$ cat src/rtl/control_sequencer_pkg.sv
// Shared types for the fetch/decode/control sequencer:
// opcodes, ALU op encodings, FSM states and the control bundle.
package control_sequencer_pkg;

  localparam logic [3:0] OP_NOP  = 4'h0;
  localparam logic [3:0] OP_ADD  = 4'h1;
  localparam logic [3:0] OP_SUB  = 4'h2;
  localparam logic [3:0] OP_AND  = 4'h3;
  localparam logic [3:0] OP_OR   = 4'h4;
  localparam logic [3:0] OP_LI   = 4'h5;
  localparam logic [3:0] OP_LD   = 4'h6;
  localparam logic [3:0] OP_ST   = 4'h7;
  localparam logic [3:0] OP_BEQZ = 4'h8;
  localparam logic [3:0] OP_JMP  = 4'h9;
  localparam logic [3:0] OP_HALT = 4'hF;

  localparam logic [1:0] ALU_ADD = 2'b00;
  localparam logic [1:0] ALU_SUB = 2'b01;
  localparam logic [1:0] ALU_AND = 2'b10;
  localparam logic [1:0] ALU_OR  = 2'b11;

  typedef enum logic [1:0] {
    IDLE  = 2'd0,
    FETCH = 2'd1,
    EXEC  = 2'd2,
    HALT  = 2'd3
  } state_t;

  typedef struct packed {
    logic [1:0] alu_op;
    logic       mem_write;
    logic       mem_read;
    logic       reg_data_sel;
    logic       alu_sel;
    logic       mem_data_sel;
    logic       reg_write;
  } ctrl_t;

  function automatic ctrl_t alu_ctrl(input logic [1:0] op);
    ctrl_t c;
    c = '0;
    c.alu_op       = op;
    c.reg_data_sel = 1'b1;
    c.reg_write    = 1'b1;
    return c;
  endfunction

endpackage

$ cat src/rtl/control_sequencer_ctrl_decode.sv
// Opcode to control-bundle decoder; purely combinational and
// unqualified, the sequencer gates it with the EXEC state.
module ctrl_decode
  import control_sequencer_pkg::*;
(
  input  logic [3:0] opcode,
  output ctrl_t      ctrl,
  output logic       illegal
);

  always_comb begin
    ctrl    = '0;
    illegal = 1'b0;
    unique case (opcode)
      OP_NOP:  ctrl = '0;
      OP_ADD:  ctrl = alu_ctrl(ALU_ADD);
      OP_SUB:  ctrl = alu_ctrl(ALU_SUB);
      OP_AND:  ctrl = alu_ctrl(ALU_AND);
      OP_OR:   ctrl = alu_ctrl(ALU_OR);
      OP_LI: begin
        ctrl.reg_data_sel = 1'b0;
        ctrl.reg_write    = 1'b1;
      end
      OP_LD: begin
        ctrl.mem_read     = 1'b1;
        ctrl.mem_data_sel = 1'b1;
        ctrl.reg_data_sel = 1'b1;
        ctrl.reg_write    = 1'b1;
      end
      OP_ST:   ctrl.mem_write = 1'b1;
      OP_BEQZ: begin
        ctrl.alu_op  = ALU_ADD;
        ctrl.alu_sel = 1'b1;
      end
      OP_JMP:  ctrl = '0;
      OP_HALT: ctrl = '0;
      default: illegal = 1'b1;
    endcase
  end

endmodule

$ cat src/rtl/control_sequencer.sv
// Fetch/decode/control unit: fetches over a req/valid handshake,
// holds IR and issues the Datapath control bundle for one EXEC cycle.
module control_sequencer
  import control_sequencer_pkg::*;
#(
  parameter int          PC_W     = 8,
  parameter int unsigned RESET_PC = 0
) (
  input  logic            clk,
  input  logic            rst,
  input  logic            run,
  output logic            imem_req,
  output logic [PC_W-1:0] imem_addr,
  input  logic            imem_valid,
  input  logic [15:0]     imem_data,
  output logic [15:0]     in_instruction,
  output logic [1:0]      c_ALUOp,
  output logic            c_MemWrite,
  output logic            c_MemRead,
  output logic            c_RegDataSel,
  output logic            c_AluSel,
  output logic            c_MemDataSel,
  output logic            c_RegWrite,
  output logic            ready,
  input  logic            c_zero,
  output logic            halted,
  output logic            illegal_op,
  output logic [15:0]     retired_cnt
);

  state_t          state;
  state_t          state_nx;
  logic [PC_W-1:0] pc;
  logic [PC_W-1:0] pc_nx;
  logic [PC_W-1:0] pc_inc;
  logic [PC_W-1:0] imm_ext;
  logic [15:0]     ir;
  logic [15:0]     retired;
  logic [3:0]      opcode;
  ctrl_t           dec_ctrl;
  ctrl_t           ctrl;
  logic            dec_ill;
  logic            exec;
  logic            take;

  assign opcode = ir[15:12];
  assign exec   = (state == EXEC);

  ctrl_decode u_dec (
    .opcode  (opcode),
    .ctrl    (dec_ctrl),
    .illegal (dec_ill)
  );

  always_comb begin
    state_nx = state;
    unique case (state)
      IDLE:    if (run) state_nx = FETCH;
      FETCH:   if (imem_valid) state_nx = EXEC;
      EXEC:    state_nx = (opcode == OP_HALT) ? HALT : FETCH;
      HALT:    state_nx = HALT;
      default: state_nx = IDLE;
    endcase
  end

  // Branch offset is relative to PC+1, modulo the PC width.
  always_comb begin
    imm_ext = PC_W'($signed(ir[7:0]));
    pc_inc  = pc + PC_W'(1);
    take    = (opcode == OP_JMP) ||
              ((opcode == OP_BEQZ) && c_zero);
    pc_nx   = take ? (pc_inc + imm_ext) : pc_inc;
  end

  always_ff @(posedge clk) begin
    if (rst) begin
      state   <= IDLE;
      pc      <= PC_W'(RESET_PC);
      ir      <= '0;
      retired <= '0;
    end else begin
      state <= state_nx;
      if (state == FETCH && imem_valid)
        ir <= imem_data;
      if (exec) begin
        pc      <= pc_nx;
        retired <= retired + 16'd1;
      end
    end
  end

  assign ctrl           = exec ? dec_ctrl : '0;
  assign c_ALUOp        = ctrl.alu_op;
  assign c_MemWrite     = ctrl.mem_write;
  assign c_MemRead      = ctrl.mem_read;
  assign c_RegDataSel   = ctrl.reg_data_sel;
  assign c_AluSel       = ctrl.alu_sel;
  assign c_MemDataSel   = ctrl.mem_data_sel;
  assign c_RegWrite     = ctrl.reg_write;
  assign illegal_op     = exec & dec_ill;
  assign ready          = exec;
  assign imem_req       = (state == FETCH);
  assign imem_addr      = pc;
  assign halted         = (state == HALT);
  assign in_instruction = ir;
  assign retired_cnt    = retired;

endmodule
$ cat config.mk
export PLATFORM = sky130hd
export DESIGN_NAME = control_sequencer
export DESIGN_NICKNAME = d
export VERILOG_FILES = /design/src/rtl/control_sequencer_pkg.sv /design/src/rtl/control_sequencer_ctrl_decode.sv /design/src/rtl/control_sequencer.sv
export SDC_FILE = /design/constraint.sdc
export NUM_CORES = 1
export LEC_CHECK = 0
export ABC_AREA = 1
export CAP_MARGIN = 20
export CORE_AREA = 2 2 99 63
export CTS_BUF_LIST = sky130_fd_sc_hd__clkbuf_4 sky130_fd_sc_hd__clkbuf_8
export DETAILED_ROUTE_END_ITERATION = 12
export DIE_AREA = 0 0 101 65
export DONT_BUFFER_PORTS = 1
export PLACE_DENSITY = 0.67
export SYNTH_ARGS = -nofsm -noshare
export SYNTH_HDL_FRONTEND = slang
export SYNTH_HIERARCHICAL = 1
export SYNTH_SLANG_ARGS = --single-unit
$ cat constraint.sdc
create_clock -name clk -period 3.5 [get_ports clk]
set_input_delay 0.35 -clock clk [delete_from_list [all_inputs] [get_ports clk]]
set_output_delay 0.35 -clock clk [all_outputs]
set_load 0.01 [all_outputs]
* Word level (Yosys, flattened, before mapping)
Index checks and enable logic that the tools add are counted.
** Word-level totals
- Output and inout bits :: 52
- Input bits :: 21
- Word-level logic and storage cells :: 45
- Flip-flop bits (word level) :: 42
** Operators by class
- Bitwise operators :: 1
- Add/sub/neg operators :: 3
- Reductions and logical operators :: 9
- Eq/ne operators :: 15
- Mux-type cells :: 13
** Operator list (count)
- 16-bit by 1-bit adder with 16-bit output, second input constant :: 1
- 4-bit by 3-bit equality test with 1-bit output, second input constant :: 4
- 8-bit 2-to-1 mux :: 2
- 4-bit equality test, second input constant :: 3
- 11-bit OR reduction :: 1
- 8-bit by 1-bit adder with 8-bit output, second input constant :: 1
- 8-bit adder :: 1
- 4-bit by 2-bit equality test with 1-bit output, second input constant :: 2
- 2-bit one-hot mux with 4 select lines :: 1
- 1-bit 2-to-1 mux :: 6
- 2-bit 2-to-1 mux :: 3
- 2-bit one-hot mux with 3 select lines :: 1
- 6-bit OR reduction :: 1
- 5-bit OR reduction :: 1
- 2-bit equality test, second input constant :: 2
- 4-bit by 1-bit equality test with 1-bit output, second input constant :: 1
- 4-bit logical NOT :: 1
- 2-bit by 1-bit equality test with 1-bit output, second input constant :: 1
- 1-bit logical AND :: 2
- 2-bit logical NOT :: 1
- 2-bit by 1-bit != test with 1-bit output, second input constant :: 1
- 2-bit != test, second input constant :: 1
- 2-bit AND reduction :: 1
- 1-bit bitwise AND :: 1
- 1-bit logical OR :: 1

* Longest topological paths before layout
Gate-level depths: netlist (run 1).
- Depth after elaboration :: 4
- Gate-level depth with buffers :: 15
- Gate-level depth less buffers :: 15

* By module
The synthesis (run 1) kept the hierarchy.
** By module, submodules not included
- control_sequencer :: times used 1, seq. area each 840.8 um2, area an instance 2338.5 um2, cells an instance 344
- ctrl_decode :: times used 1, seq. area each 0.0 um2, area an instance 127.6 um2, cells an instance 30

* Least setup slack after synthesis (run 1)
OpenSTA, ideal clock, no wires.
- Path type :: register to register
- From :: register pc[1] (netlist: imem_addr[1])
- To :: register pc[7] (netlist: imem_addr[7])
- Data required time :: 3.381 ns
- Buffers on the path :: 0
- Clock period less this slack :: 2.032 ns
- Slack :: 1.468 ns
- Stages on the path, launching flop included :: 15
- Arrival time :: 1.913 ns
- Setup time :: 0.119 ns
- Cell sequence :: dfxtp_1 -> ha_1 -> nand2_1 -> nor2_1 -> nand2_1 -> xor2_1 -> inv_1 -> ha_1 -> nand2_1 -> inv_1 -> nand2_1 -> o21ai_0 -> nand3_1 -> nand3_1 -> a21oi_1
** Between the ends
- Longest elaborated chain between the ends :: 3
** Ends and longest elaborated chain
- start: declaration :: RTL line control_sequencer.sv:33 : logic [PC_W-1:0] pc;
- start signal: assignment :: RTL line control_sequencer.sv:78 : pc <= PC_W'(RESET_PC);
- start signal: assignment :: RTL line control_sequencer.sv:86 : pc <= pc_nx;
- 8-bit by 1-bit adder with 8-bit output (*) :: RTL line control_sequencer.sv:69 : pc_inc = pc + PC_W'(1);
- 8-bit adder :: RTL line control_sequencer.sv:72 : pc_nx = take ? (pc_inc + imm_ext) : pc_inc;
- 8-bit 2-to-1 mux (*) :: RTL line control_sequencer.sv:72
Every way passes the cells marked *; elsewhere a longest branch is shown, timed or not.
A chain may end at the register's enable or synchronous reset.

* Worst setup path after layout (run 1)
Ends and elaborated chain as after synthesis.

==> out/metrics.cfg, run 1 <==
[place]
port_buffers=0
dpl-instance-area_sq_mm=0.00251
dp_hpwl_microns=4750
gp_congestion=0.930

[sta]
setup_viol=0
tightest_slew_ps=646
hold_violations=0
period_share=0.671
max_freq_mhz=426
rsz0062_at_grt=false
skew_ps=12.0
min_period_ps=2350
tns_ps=0
maxSlewHeadroom=0.569
slew_violations=0

[clock_network]
htree_levels=2
clk_path_buf_depth=2
clock_sinks=42
cts_hold_buf=0
cts_tree=done
post_cts_buffers=0
root_buffer=clkbuf_8
clk_latency_ps=290
clkTransAtPathRegs_ps=90
numCtsBuffers=5
cts_resized=0

[power_and_ir_drop]
seq_power_share=0.558
p_clk_frac=0.337
swShare=0.287
leakage_nw=1.05
power.density_mw_per_mm2=361
combPwrFrac=0.106
p_sw_mw=0.269
ir_drop_uv=210
p_int_mw=0.668

[routing]
dr.pass1.iters=6
routed_wl_microns=6240
wire_per_inst_microns=14.1
drt_iter0_markers=84
antenna_left=0
drc=0
vias_per_cell=5.18
num_vias=2294

[floorplanning]
rows=22
core-area_sq_mm=0.00578
die_h_microns=65
io_pins=73
fp.dieW_microns=101
dieArea_sq_mm=0.00657
initial_utilization=0.427

[worst_setup_path]
crit_path_start=imem_addr[1]
worstReg2RegStart=imem_addr[1]
end_kind=flip-flop
critPathLaunchType=flip-flop
regToRegSetupSlack_ps=1150
worstSetupPathType=reg -> reg
crit_fanout=5
cp.required_ps=3720
arrival_ps=2570

[synthesis]
ys_seq_elements=42
syn_area_sq_mm=0.00247
synthDistinctLibCells=33
synth_edf_count=0
synth_nets=406
avgSynthCellArea_sq_um=6.59
ys_seq_area_frac=0.341
synth_flop_cell=dfxtp_1
synth_cells=374
async_flop_share=0
yosysWarnings=6

[layout]
stdcell_area_sq_mm=0.00260
antennaDiodeCount=0
nets=402
drive_gt1_frac=0.0674
syn_to_final_growth_pct=5.33

[run_status]
outcome=finished, final reports clean

[min_path]
worstHoldStart=rst
hold_path_class=in -> reg

[global_routing]
antenna_found_initial=0
grt_pass1_vias=1974
grt_max_degree=24
grtUsageTotal=0.192
overflow=0
grt_pass1_wl_microns=10000

[job]
drv_cap=0

[kinds of logic after synthesis]
logic type / share of synthesized area
AO/OA/AOI/OAI: 0.138
buffers and inverters: 0.112
adder cells (fa/ha/maj): 0.0589
AND/OR/NAND/NOR: 0.326
XOR/XNOR: 0.0249
flip-flops: 0.341
[state kept, by name, summed over array words and instances (netlist names)]
register and count:
in_instruction 16, state 2, imem_addr 8, retired_cnt 16
[power by group through the flow]
stage / logic, mW / registers [mW] / clock network [mW]
global placement: 0.0967 / 0.534 / 0
detailed placement: 0.0990 / 0.535 / 0
finish: 0.0991 / 0.523 / 0.316
CTS: 0.100 / 0.523 / 0.328
global route: 0.115 / 0.526 / 0.352
floorplan: 0.0879 / 0.527 / 0
[cell usage in the layout, fill, tap and decap left out, types with 2 or more instances in the layout]
cell      count
ha_1         10
o21a_1        2
o21ai_0      18
a21oi_1      36
dfxtp_1      42
nand2_1      85
nor2_2        2
xor2_1        4
nand3_1      33
a31oi_1       2
inv_1        54
or2_2         2
xnor2_1       3
clkbuf_8      5
nand4_1       6
nor3_1        5
nor2_1       37
nand2_2       2
o211ai_1      2
inv_2         4
nor2_4        4
clkinv_2      2
[synthesized netlist by cell type (5+ instances only)]
cell      instances  area (sq um)
nor2_1           37           139
o21ai_0          18          90.1
nand2_1          85           319
a21oi_1          36           180
nand3_1          33           165
dfxtp_1          42           841
inv_1            54           203
ha_1             10           125
nand4_1           6          37.5
clkbuf_1          7          26.3
nor3_1            5          25.0
[path summary, 6_finish.rpt]
path / end / cells past startpoint
worst max-delay path: imem_addr[7] / 15
worst min-delay path: imem_addr[5] / 1
worst max register to register: imem_addr[7] / 15
worst min register to register: in_instruction[8] / 2
[final cells by class]
type / instances / area (sq um)
Clock buffer: 5 / 68.8
Sequential cell: 42 / 841
Fill cell: 622 / 3180
Multi-Input combinational cell: 261 / 1350
Clock inverter: 3 / 21.3
Inverter: 60 / 226
Tap cell: 72 / 90.1
[metal layers]
metal  vias up  GRT usage  part of all wire
met3         2     0.0583             0.072
li1       1182          -                 -
met1      1042      0.293              0.53
met4         0     0.0270            0.0019
met2        68      0.267              0.40
met5         -          0                 0
[per-stage QoR]
| stage | instances | hold slack (ps) | worst slack (ps) | utilization | power, mW |
|---|---|---|---|---|---|
| final | 443 | 122 | 1150 | 0.449 | 0.938 |
| after floorplan | 374 | 484 | 1470 | - | 0.615 |
| after CTS | 443 | 104 | 1150 | 0.449 | 0.952 |
| after detailed placement | 435 | 429 | 1180 | 0.434 | 0.634 |
| after global routing | 443 | 95.9 | 871 | 0.449 | 0.992 |
| after global placement | 435 | 427 | 1300 | 0.434 | 0.631 |
[critical path: stages, from the launching register on]
cell and delay (ps):
dfxtp_1 450, ha_1 210, nand2_1 80, nor2_1 120, nand2_1 70, xor2_1 200, inv_1 70, ha_1 330
nand2_1 70, inv_1 70, nand2_1 50, o21ai_0 220, inv_1 70, nand2_1 60, nand3_1 70, a21oi_1 140
Note: power is estimated with default switching activity, not from simulation.
==> inputs of run 2 (changes only) <==
- PLACE_DENSITY: 0.67 -> 0.7
- clock period: 3.5 -> 2.1 ns (I/O delays scaled with it)
==> out/metrics.cfg, run 2 (synthesis gave the netlist of run 1 again) <==
[place]
port_buffers=0  ; unchanged
gp_congestion=0.961  ; was 0.930
dp_hpwl_microns=5030  ; was 4750 microns
dpl-instance-area_sq_mm=0.00261  ; was 0.00251 sq mm

[sta]
maxSlewHeadroom=0.402  ; was 0.569
skew_ps=12.9  ; was 12.0 ps
max_freq_mhz=505  ; was 426 MHz
rsz0062_at_grt=true  ; was false
tightest_slew_ps=894  ; was 646 ps
tns_ps=0  ; unchanged
hold_violations=0  ; unchanged
period_share=0.943  ; was 0.671
min_period_ps=1980  ; was 2350 ps
slew_violations=0  ; unchanged
setup_viol=0  ; unchanged

[worst_setup_path]
slowest_stage=dfxtp_2  ; was dfxtp_1
arrival_ps=2200  ; was 2570 ps
cp.required_ps=2320  ; was 3720 ps
end_kind=flip-flop  ; unchanged
critPathLaunchType=flip-flop  ; unchanged
path_cells=ha_4 > nand2_4 > nor2_4 > nand2_2 > xor2_2 > inv_1 > ha_4 > nand2_2 > inv_2 > nand2_1 > o21ai_2 > inv_1 > nand2_1 > nand3_1 > a21oi_1  ; was ha_1 > nand2_1 > nor2_1 > nand2_1 > xor2_1 > inv_1 > ha_1 > nand2_1 > inv_1 > nand2_1 > o21ai_0 > inv_1 > nand2_1 > nand3_1 > a21oi_1
crit_family=simple AND/OR/NAND/NOR gates  ; was adder cells
worstSetupPathType=reg -> reg  ; unchanged
path_buf_inv=3  ; unchanged
crit_fanout=4  ; was 5
max_stage_delay_ps=380  ; was 450 ps

[floorplanning]
dieArea_sq_mm=0.00657  ; unchanged
die_h_microns=65  ; unchanged
io_pins=73  ; unchanged
rows=22  ; unchanged
initial_utilization=0.427  ; unchanged
core-area_sq_mm=0.00578  ; unchanged
fp.dieW_microns=101  ; unchanged

[power_and_ir_drop]
power.density_mw_per_mm2=599  ; was 361 mW/mm^2
ir_drop_uv=245  ; was 210 uV
leakage_nw=1.16  ; was 1.05 nW

[routing]
dr.pass1.iters=4  ; was 6
antenna_left=0  ; unchanged
drc=0  ; unchanged
routed_wl_microns=6930  ; was 6240 microns
wire_per_inst_microns=15.0  ; was 14.1 microns
num_vias=2379  ; was 2294
drt_iter0_markers=70  ; was 84
vias_per_cell=5.16  ; was 5.18

[layout]
stdcell_area_sq_mm=0.00291  ; was 0.00260 sq mm
n_fill_cell=593  ; was 622
nets=420  ; was 402
syn_to_final_growth_pct=18.1  ; was 5.33%
final_cell_mix=79 x nand2_1, 50 x inv_1, 39 x dfxtp_1, 35 x nor2_1, 34 x a21oi_1  ; was 85 x nand2_1, 54 x inv_1, 42 x dfxtp_1, 37 x nor2_1, 36 x a21oi_1
drive_gt1_frac=0.172  ; was 0.0674
layout_commonest_cell=nand2_1  ; unchanged
antennaDiodeCount=0  ; unchanged

[global_routing]
grtUsageTotal=0.203  ; was 0.192
grt_max_degree=21  ; was 24
overflow=0  ; unchanged
grt_pass1_vias=2136  ; was 1974
grt_pass1_wl_microns=10400  ; was 10000 microns
antenna_found_initial=0  ; unchanged

[run_status]
outcome=finished, final reports clean  ; unchanged

[clock_network]
clk_latency_ps=290  ; about the same
clk_path_buf_depth=2  ; unchanged
clock_sinks=42  ; unchanged
clkTransAtPathRegs_ps=90  ; about the same
htree_levels=2  ; unchanged
numCtsBuffers=5  ; unchanged
cts_tree=done  ; unchanged
root_buffer=clkbuf_8  ; unchanged

[min_path]
hold_path_class=in -> reg  ; unchanged

[job]
drv_cap=0  ; unchanged

-- run 2: cell count changes in the layout (fill, tap and decap cells not counted), sizes merged --
cell / previous run / this run
buf: 0 / 16
bufinv: 0 / 1
clkbuf: 5 / 6
clkinv: 4 / 2
dlygate4sd3: 0 / 2
-- run 2: per-stage QoR --
| stage | setup slack (ps) | hold slack [ps] | std cells | util | total power, mW |
|---|---|---|---|---|---|
| 4_1_cts | 12.8 | 49.3 | 459 | 0.475 | 1.74 |
| 3_3_place_gp | 82.4 | 285 | 449 | 0.452 | 1.07 |
| 3_5_place_dp | -49.4 | 288 | 449 | 0.452 | 1.08 |
| 6_report | 120 | 58.6 | 461 | 0.504 | 1.74 |
| 2_1_floorplan | 68.0 | 365 | 374 | - | 1.02 |
| 5_1_grt | -49.3 | 65.7 | 461 | 0.504 | 1.82 |
-- run 2: where the power goes --
part	total (mW)	internal (mW)	leakage (nW)	switching (mW)
logic	0.224	0.0849	0.761	0.139
registers	0.864	0.823	0.342	0.0418
clock network	0.655	0.368	0.0548	0.287
total	1.74	1.28	1.16	0.468
-- run 2: routing by layer --
layer	wire length, microns	up-vias	track usage	part of all wire
met3	560	2	0.0561	0.081
met1	3420	1076	0.307	0.49
met4	12	0	0.0304	0.0017
met5	0	-	0	0
met2	2930	74	0.289	0.42
li1	-	1227	-	-
-- run 2: final cells by class --
type | count | area, sq um | area share
clock buffer | 6 | 76.3 | 0.0262
clock inverter | 2 | 37.5 | 0.0129
inverter | 60 | 226 | 0.0778
multi-input combinational | 261 | 1490 | 0.511
sequential | 42 | 847 | 0.291
tap | 72 | 90.1 | 0.0309
timing repair buffer | 18 | 148 | 0.0507
-- run 2: path summary, 6_finish.rpt --
check	from	to	slack, ps	cells past startpoint
hold / removal	rst	retired_cnt[9]	60	2
setup reg to reg	imem_addr[1]	imem_addr[7]	120	15
setup / recovery	imem_addr[1]	imem_addr[7]	120	15
hold reg to reg	in_instruction[9]	in_instruction[9]	510	2
-- run 2: timing repair --
| action | in CTS | in global routing |
|---|---|---|
| resized for setup | 1 | 34 |
| hold buffers | 2 | 0 |
| hold endpoints to repair | 21 | 0 |
| setup buffers | 0 | 2 |
| setup endpoints to repair | 1 | 4 |
| pin swaps | 0 | 15 |
==> inputs of run 3 (changes only) <==
- CORE_AREA: 2 2 99 63 -> 2 2 97 62
- DIE_AREA: 0 0 101 65 -> 0 0 99 64
- PLACE_DENSITY: 0.7 -> 0.69
- SYNTH_HIERARCHICAL: 1 -> default
==> out/metrics.cfg, run 3 <==
[run_status]
outcome=finished, final reports clean  ; unchanged

[clock_network]
clk_latency_ps=290  ; about the same
cts_tree=done  ; unchanged
clock_sinks=42  ; unchanged
clkTransAtPathRegs_ps=90  ; about the same
clk_path_buf_depth=2  ; unchanged
root_buffer=clkbuf_8  ; unchanged
numCtsBuffers=5  ; unchanged
htree_levels=2  ; unchanged

[layout]
antennaDiodeCount=0  ; unchanged
layout_commonest_cell=nand2_1  ; unchanged
syn_to_final_growth_pct=22.2  ; was 18.1%
final_cell_mix=81 x nand2_1, 40 x inv_1, 38 x dfxtp_1, 32 x a21oi_1, 28 x nor2_1  ; was 79 x nand2_1, 50 x inv_1, 39 x dfxtp_1, 35 x nor2_1, 34 x a21oi_1
drive_gt1_frac=0.217  ; was 0.172
nets=391  ; was 420
stdcell_area_sq_mm=0.00289  ; was 0.00291 sq mm

[floorplanning]
io_pins=73  ; unchanged
die_h_microns=64  ; was 65 microns
dieArea_sq_mm=0.00634  ; was 0.00657 sq mm
fp.dieW_microns=99  ; was 101 microns
initial_utilization=0.439  ; was 0.427
rows=21  ; was 22
core-area_sq_mm=0.00539  ; was 0.00578 sq mm

[global_routing]
grt_use_met3=0.0646  ; was 0.0561
grt_pass1_wl_microns=10200  ; was 10400 microns
grtUsageTotal=0.200  ; was 0.203
met2_usage=0.299  ; was 0.289
antenna_found_initial=0  ; unchanged
use_met1=0.287  ; was 0.307
top_usage_layer=met2  ; was met1
grt_max_degree=23  ; was 21
grt_pass1_vias=2096  ; was 2136
overflow=0  ; unchanged

[routing]
routed_wl_microns=6290  ; was 6930 microns
drt_iter0_markers=151  ; was 70
antenna_left=0  ; unchanged
dr.pass1.iters=4  ; unchanged
wire_per_inst_microns=14.7  ; was 15.0 microns
vias_per_cell=5.12  ; was 5.16
drc=0  ; unchanged
num_vias=2197  ; was 2379

[sta]
tightest_slew_ps=737  ; was 894 ps
min_period_ps=2070  ; was 1980 ps
period_share=0.986  ; was 0.943
worst_slack_ps=29.5  ; was 120 ps
hold_violations=0  ; unchanged
max_freq_mhz=483  ; was 505 MHz
setup_viol=0  ; unchanged
maxSlewHeadroom=0.508  ; was 0.402
slew_violations=0  ; unchanged
skew_ps=9.21  ; was 12.9 ps
rsz0062_at_grt=true  ; unchanged

[place]
dpl-instance-area_sq_mm=0.00253  ; was 0.00261 sq mm
gp_congestion=0.860  ; was 0.961
port_buffers=0  ; unchanged
dp_worst_setup_slack_ps=-90.3  ; was -49.4 ps
dp_hpwl_microns=4470  ; was 5030 microns

[power_and_ir_drop]
p_total_mw=1.90  ; was 1.74 mW
p_clk_frac=0.420  ; was 0.376
swShare=0.251  ; was 0.268
p_int_mw=1.42  ; was 1.28 mW
leakage_nw=1.28  ; was 1.16 nW
seq_power_share=0.460  ; was 0.496
p_sw_mw=0.477  ; was 0.468 mW
ir_drop_uv=307  ; was 245 uV
power.density_mw_per_mm2=658  ; was 599 mW/mm^2
combPwrFrac=0.120  ; was 0.128

[worst_setup_path]
worstSetupPathType=reg -> reg  ; unchanged
critPathLaunchType=flip-flop  ; unchanged
slowest_stage=dfxtp_4  ; was dfxtp_2
max_stage_delay_ps=370  ; was 380 ps
crit_fanout=4  ; unchanged
path_cells=ha_4 > nand3_2 > nand3b_1 > xnor2_2 > ha_4 > nand2_4 > inv_4 > a21oi_4 > nand2_1 > nand2_2 > nand3_2 > nand2_1 > nand3_1 > nand2_1 > inv_1  ; was ha_4 > nand2_4 > nor2_4 > nand2_2 > xor2_2 > inv_1 > ha_4 > nand2_2 > inv_2 > nand2_1 > o21ai_2 > inv_1 > nand2_1 > nand3_1 > a21oi_1
path_buf_inv=2  ; was 3
cp.required_ps=2300  ; was 2320 ps
crit_family=simple AND/OR/NAND/NOR gates  ; unchanged
arrival_ps=2270  ; was 2200 ps
end_kind=flip-flop  ; unchanged
path_common_cell=nand2_1

[synthesis]
synth_top_area_share=0.356  ; was 0.341
synth_common_cells=87 x nand2_1, 42 x dfxtp_1, 42 x inv_1  ; was 85 x nand2_1, 54 x inv_1, 42 x dfxtp_1
synth_cells=339  ; was 374
async_flop_share=0  ; unchanged
synthDistinctLibCells=36  ; was 33
synth_top_cell_by_area=dfxtp_1  ; unchanged
netlist_top_cells_area=dfxtp_1 36%, nand2_1 14%, a21oi_1 7.4%  ; was dfxtp_1 34%, nand2_1 13%, inv_1 8.2%
synth_edf_count=0  ; unchanged
synth_most_common_cell=nand2_1  ; unchanged
yosysWarnings=0  ; was 6
syn_area_sq_mm=0.00236  ; was 0.00247 sq mm
ys_seq_area_frac=0.356  ; was 0.341
synth_nets=371  ; was 406
avgSynthCellArea_sq_um=6.98  ; was 6.59 sq um
ys_seq_elements=42  ; unchanged
synth_flop_cell=dfxtp_1  ; unchanged

[job]
drv_cap=0  ; unchanged

[min_path]
hold_path_class=in -> reg  ; unchanged

-- run 3: cell count changes after synthesis, sizes merged, moves of 2 or more --
cell    before  now
clkbuf       7    4
clkinv       2    0
nand3b       0    2
inv         58   45
nor4         0    2
buf          4    8
nor2        43   34
nand3       34   19
-- run 3: logic make-up after synthesis --
family | share of synthesized area
DFF | 0.356
and+or+nand+nor | 0.313
xor gates and xnor gates | 0.0259
adders and majority gates | 0.0614
buffers and inverters | 0.0973
AOI/OAI and AO/OA | 0.147
-- run 3: per-layer routing --
layer  routed length [microns]  share of wire
met5                         0              0
met4                        21         0.0033
met1                      3120           0.49
met2                      2660           0.42
met3                       498          0.079
-- run 3: layout make-up --
cell class | instances | area (sq um)
Fill cell | 489 | 2500
Multi-Input combinational cell | 240 | 1450
Sequential cell | 42 | 851
Timing Repair Buffer | 25 | 190
Inverter | 45 | 175
Tap cell | 69 | 86.3
Clock buffer | 6 | 82.6
Clock inverter | 2 | 60.1
-- run 3: path summary, 6_finish.rpt --
path,startpoint,end,slack [ps],depth (start not counted)
setup / recovery,imem_addr[0],imem_addr[7],30,15
setup reg to reg,imem_addr[0],imem_addr[7],30,15
hold / removal,imem_data[1],in_instruction[1],50,2
hold reg to reg,in_instruction[8],in_instruction[8],520,2
-- run 3: metrics by stage --
step / setup TNS [ps] / cells / hold slack, ps / util
6_report: 0 / 429 / 48.7 / 0.537
5_1_grt: -205 / 429 / 39.5 / 0.537
4_1_cts: -21.4 / 425 / 43.4 / 0.508
3_5_place_dp: -156 / 414 / 283 / 0.469
3_3_place_gp: -54.7 / 414 / 280 / 0.469
2_1_floorplan: 0 / 339 / 353 / -
-- run 3: power groups by stage --
stage	clock (mW)	combinational, mW	sequential [mW]
2_1_floorplan	0	0.141	0.883
3_3_place_gp	0	0.182	0.889
3_5_place_dp	0	0.186	0.890
4_1_cts	0.819	0.202	0.874
5_1_grt	0.849	0.257	0.881
6_report	0.799	0.227	0.875
-- run 3: timing repair --
action | 4_1_cts | 5_1_grt
endpoints found under the hold margin | 15 | 0
endpoints found under the setup margin | 2 | 7
buffers inserted | 2 | 4
hold buffers | 1 | 0
gates resized for setup | 11 | 23
pin swaps | 7 | 10
